[config.mk]
export PLATFORM = sky130hd
export DESIGN_NAME = brick_scan_controller
export DESIGN_NICKNAME = d
export VERILOG_FILES = /design/src/rtl/brick_scan_controller.sv
export SDC_FILE = /design/constraint.sdc
export NUM_CORES = 1
export LEC_CHECK = 0
export CAP_MARGIN = 10
export CORE_MARGIN = 2
export CORE_UTILIZATION = 40
export CTS_CLUSTER_SIZE = 30
export DETAILED_ROUTE_END_ITERATION = 7
export PLACE_DENSITY_LB_ADDON = 0.15
export SYNTH_ARGS = -nofsm -noshare
export SYNTH_HDL_FRONTEND = slang
export SYNTH_SLANG_ARGS = --single-unit
[constraint.sdc]
create_clock -name clock -period 2 [get_ports clock]
set_input_delay 0.2 -clock clock [delete_from_list [all_inputs] [get_ports clock]]
set_output_delay 0.2 -clock clock [all_outputs]
set_load 0.01 [all_outputs]
[src/rtl/brick_scan_controller.sv]
// brick_scan_controller: per-tick brick RAM walk feeding the collision detector;
// erases the first colliding brick and reports its collision type.
module brick_scan_controller #(
    parameter int NUM_BRICKS = 20,
    parameter int ADDR_W     = 5,
    parameter int ZONE_Y     = 34
) (
    input  logic              clock,
    input  logic              resetn,
    input  logic              start,
    input  logic              load_level,
    input  logic [6:0]        ball_y,
    output logic [ADDR_W-1:0] brick_addr,
    input  logic [18:0]       brick_rdata,
    output logic              brick_we,
    output logic [18:0]       brick_wdata,
    output logic [18:0]       brick_out,
    output logic              enable_brick_detector,
    input  logic [1:0]        brick_collision,
    output logic              busy,
    output logic              done,
    output logic              hit,
    output logic [1:0]        hit_type,
    output logic [ADDR_W-1:0] hit_addr,
    output logic [ADDR_W:0]   bricks_left,
    output logic              level_clear
);
    typedef enum logic [2:0] {IDLE, READ, LOAD, CHECK, EVAL, ERASE, DONE} state_t;
    localparam logic [ADDR_W-1:0] LAST = ADDR_W'(NUM_BRICKS - 1);
    localparam logic [ADDR_W:0]   FULL = (ADDR_W + 1)'(NUM_BRICKS);
    state_t              state_q, state_d;
    logic [ADDR_W-1:0]   addr_q, addr_d, haddr_q, haddr_d;
    logic [18:0]         bout_q, bout_d;
    logic                hit_q, hit_d;
    logic [1:0]          type_q, type_d;
    logic [ADDR_W:0]     left_q, left_d;
    always_comb begin
        state_d = state_q;
        addr_d  = addr_q;
        haddr_d = haddr_q;
        bout_d  = bout_q;
        hit_d   = hit_q;
        type_d  = type_q;
        left_d  = left_q;
        unique case (state_q)
            IDLE: begin
                if (load_level) left_d = FULL;
                if (start) begin
                    hit_d   = 1'b0;
                    type_d  = 2'b00;
                    haddr_d = '0;
                    if (int'(ball_y) < ZONE_Y) begin
                        addr_d  = '0;
                        state_d = READ;
                    end else begin
                        state_d = DONE;
                    end
                end
            end
            READ:  state_d = LOAD;
            LOAD: begin
                bout_d  = brick_rdata;
                state_d = CHECK;
            end
            CHECK: state_d = EVAL;
            EVAL: begin
                if (brick_collision != 2'b00) begin
                    hit_d   = 1'b1;
                    type_d  = brick_collision;
                    haddr_d = addr_q;
                    state_d = ERASE;
                end else if (addr_q == LAST) begin
                    state_d = DONE;
                end else begin
                    addr_d  = addr_q + 1'b1;
                    state_d = READ;
                end
            end
            ERASE: begin
                left_d  = (left_q == '0) ? '0 : left_q - 1'b1;
                state_d = DONE;
            end
            DONE:    state_d = IDLE;
            default: state_d = IDLE;
        endcase
    end
    always_ff @(posedge clock) begin
        if (!resetn) begin
            state_q <= IDLE;
            addr_q  <= '0;
            haddr_q <= '0;
            bout_q  <= '0;
            hit_q   <= 1'b0;
            type_q  <= 2'b00;
            left_q  <= FULL;
        end else begin
            state_q <= state_d;
            addr_q  <= addr_d;
            haddr_q <= haddr_d;
            bout_q  <= bout_d;
            hit_q   <= hit_d;
            type_q  <= type_d;
            left_q  <= left_d;
        end
    end
    // Erase keeps position bits and clears only the colour field.
    assign brick_we              = state_q == ERASE;
    assign brick_wdata           = brick_we ? {bout_q[18:3], 3'b000} : '0;
    assign enable_brick_detector = state_q == CHECK;
    assign busy                  = state_q != IDLE;
    assign done                  = state_q == DONE;
    assign brick_addr            = addr_q;
    assign brick_out             = bout_q;
    assign hit                   = hit_q;
    assign hit_type              = type_q;
    assign hit_addr              = haddr_q;
    assign bricks_left           = left_q;
    assign level_clear           = left_q == '0;
endmodule

==> impl_results.md, run 1 <==
* Outcome: finished clean
* Max Clock Skew at around 0.0082 ns
* Drt pass-1 iters at 6
* Worst Path Buf+Inv at 3
* Core area at ~5000 um^2
* Starting Density at between 40% and 50%
* Syn Area/Cell at 8.26 um^2
* NetSw at between 1 and 1.5 mW
* Worst path cell trace: nand3b_1 -> buf_4 -> clkinvlp_4 -> and2_1 -> clkdlybuf4s50_1
* Count of cell types in the netlist at between 40 and 50
* Vias in the first global route at around 1900
* Final wirelength at around 5400 um
* Site Rows at 26
* Nets at 380
* Min cycle time layout at between 1.5 and 2 ns
* DR WL/cell at 13.0 um
* Critical path origin: state_q[1]
* Slowest CP cell: clkdlybuf4s50_1
* DRC Markers at 0
* PwrDens at about 900 nW/um^2
* Slew headroom at 64.6%
* Via count at just over 2000
* Slew of the pin with the lowest slew margin at about 0.53 ns
* GPL Wtd Cong at just over 0.8
* Req. time, crit path at around 1.8 ns
* Final core utilization at a little over three fifths
* Clock-pin slew on the worst setup and hold paths at around 0.07 ns
* Number of max-cap violations at 0
* Startpoint Class: flip-flop
* Initial antenna violation count at 0
* Full die area at roughly 5700 um^2
* Clk root buf: clkbuf_8
* Die Y at between 70 and 80 um
* Vias/cell at a little under 5
* Clock network power share at 18.4%
* Layout area overhead at 54.6%
* VDD IR max at 0.000440 V
* Largest net degree at the start of global routing at 20
* YS warnings at 0
* Worst-skew pair later-pin latency at around 0.30 ns
* CP Max Fanout at 9
* Crit Path Class: reg -> out
* Post-synth ARST share at 0%
* Share of cells above drive strength 1 at roughly 9%
* Kind of cell adding the most delay to the critical path: buffers and inverters
* First-pass GRT wire length at about 8300 um
* Worst r2r src: brick_addr[1]
* Die width at approximately 76 um
* #FFs+latches synth at between 40 and 50
* Fmax at around 530 MHz
* Total grt overflow at 0
* Mapped Cells at 248
* Internal Power at 1.81 mW
* Leakage Power at about 1.2 nW
* HP Start: brick_rdata[12]
* Clk buf depth at 2
* Post-synth EDFFs at 0
* Clock sinks at 41
* Antenna viol nets, final at 0
* R2R Setup Slk at about 0.36 ns
* Sequential share of power at a little over a third
* Switching share of power at 36.5%
* Tcrit/Tclk final at 93.9%
* H-Tree Depth at 2
* # port buffers at between 80 and 90
* Ant. Diodes at 0
* Hold Slack at roughly 0.45 ns
* Post-DP HPWL at just under 4000 um
* Slowest Stage Delay on Critical Path at ~0.53 ns
* Commonest register cell after synthesis: dfxtp_1
* Critical Path AT at between 1.5 and 2 ns
* Final hold vios at 0
* Overall routing resource usage at between 10% and 20%
* First-iteration detailed-routing DRC count at 62
* Final setup violating endpoints at 0
* Worst hold path class: in -> reg
* Register area share after synthesis at roughly two fifths
* Mapped Area at around 2000 um^2
* Comb pwr share at 45.1%
* Slew Viols, Final at 0
* CTS tree: built
* Critical Path End Type: output port
* Boundary Pins at 94
* Number of CTS-inserted buffers at 5
==> power groups by stage <==
stage                     logic, mW  clock network (mW)  registers (mW)
after floorplan               0.661                   0            1.11
after global placement         1.23                   0            1.05
after detailed placement       1.25                   0            1.06
after CTS                      1.27               0.547            1.04
after global routing           1.41               0.578            1.06
final                          1.28               0.525            1.04
==> layout make-up <==
type	count	area, um^2
Timing Repair inverter	1	7.51
Clock buffer	8	80.1
Fill cell	472	1840
Sequential cell	41	822
Timing Repair Buffer	102	995
Tap cell	70	87.6
Inverter	8	36.3
Multi-Input combinational cell	186	1140
==> synthesized netlist by cell type (all sizes together) (7+ instances only) <==
cell	count	area share, %
clkbuf	7	1.3
buf	8	2.3
and2	18	5.5
o21ai	8	2.0
inv	8	1.5
a21oi	12	2.9
a21boi	22	8.1
a22oi	9	3.3
nand3	7	1.7
dfxtp	41	40
nand2	48	8.8
nor2b	12	3.7
nor2	9	1.6
==> routing by layer <==
| metal | part of all wire [%] | track usage (%) |
|---|---|---|
| met1 | 43 | 23.3 |
| met2 | 50 | 31.2 |
| met3 | 5.1 | 5.95 |
| met4 | 2.1 | 8.38 |
| met5 | 0 | 0 |
==> kinds of logic (layout without fill, tap and decap cells) <==
kind of cell	count (synthesis)	count (layout)	share of synthesized area [%]
compound gates	64	64	22.2
other cells	1	3	0.183
flops	41	41	40.1
buf+inv	23	119	5.07
simple gates	114	114	29.6
fa+ha+maj	3	3	1.83
mux	2	2	0.977
==> state kept, by name (all words and copies together) (netlist names) <==
register / count
bricks_left: 6
state_q: 3
hit_addr: 5
brick_out: 19
hit_type: 2
hit: 1
brick_addr: 5
==> repair_timing <==
item / 4_1_cts / 5_1_grt
hold buffers: 0 / 0
cloned: 1 / 0
setup buffers: 3 / 2
gates resized for setup: 2 / 5
endpoints found under the setup margin: 17 / 18
==> worst paths after layout <==
path	end	cells past startpoint
worst max-delay path	brick_wdata[18]	5
worst min register to register	brick_out[2]	2
worst min-delay path	brick_out[12]	3
worst max register to register	brick_addr[2]	5
==> worst reg2reg max path: stages, from the launching register on <==
cell and delay [ns]:
dfxtp_1 0.42, ha_1 0.25, nand4bb_1 0.23, and3_1 0.27, and2_1 0.16, o221a_1 0.23
==> placed cells by master (no fill, tap or decap), types with 6 or more instances in the layout <==
cell type and instances:
a22oi_1 9, nor2_1 9, a21oi_1 12, buf_4 12
clkdlybuf4s50_1 88, a21boi_0 13, nand3_1 7, and2_1 18
nor2b_1 11, nand2_1 48, inv_1 6, o21ai_0 8
a21boi_1 9, dfxtp_1 40
==> stage by stage <==
step | std cells | TNS [ns] | power [mW] | setup WS, ns | instance area (um^2)
2_1_floorplan | 250 | 0 | 1.77 | 0.478 | 2060
3_3_place_gp | 402 | 0 | 2.28 | 0.138 | 3020
3_5_place_dp | 402 | 0 | 2.31 | 0.106 | 3020
4_1_cts | 414 | 0 | 2.85 | 0.00974 | 3140
5_1_grt | 416 | -0.00365 | 3.05 | -0.00339 | 3170
6_report | 416 | 0 | 2.85 | 0.123 | 3170
No activity file was read; power rests on OpenSTA's default activity.
==> inputs of run 2 (changes only) <==
--- a/config.mk
+++ b/config.mk
@@ -11,6 +11,7 @@
 export CTS_CLUSTER_SIZE = 30
 export DETAILED_ROUTE_END_ITERATION = 7
 export PLACE_DENSITY_LB_ADDON = 0.15
+export SKIP_LAST_GASP = 1
 export SYNTH_ARGS = -nofsm -noshare
 export SYNTH_HDL_FRONTEND = slang
 export SYNTH_SLANG_ARGS = --single-unit
==> results of run 2 <==
Final layout, timing and power as in run 1 (identical DEF).
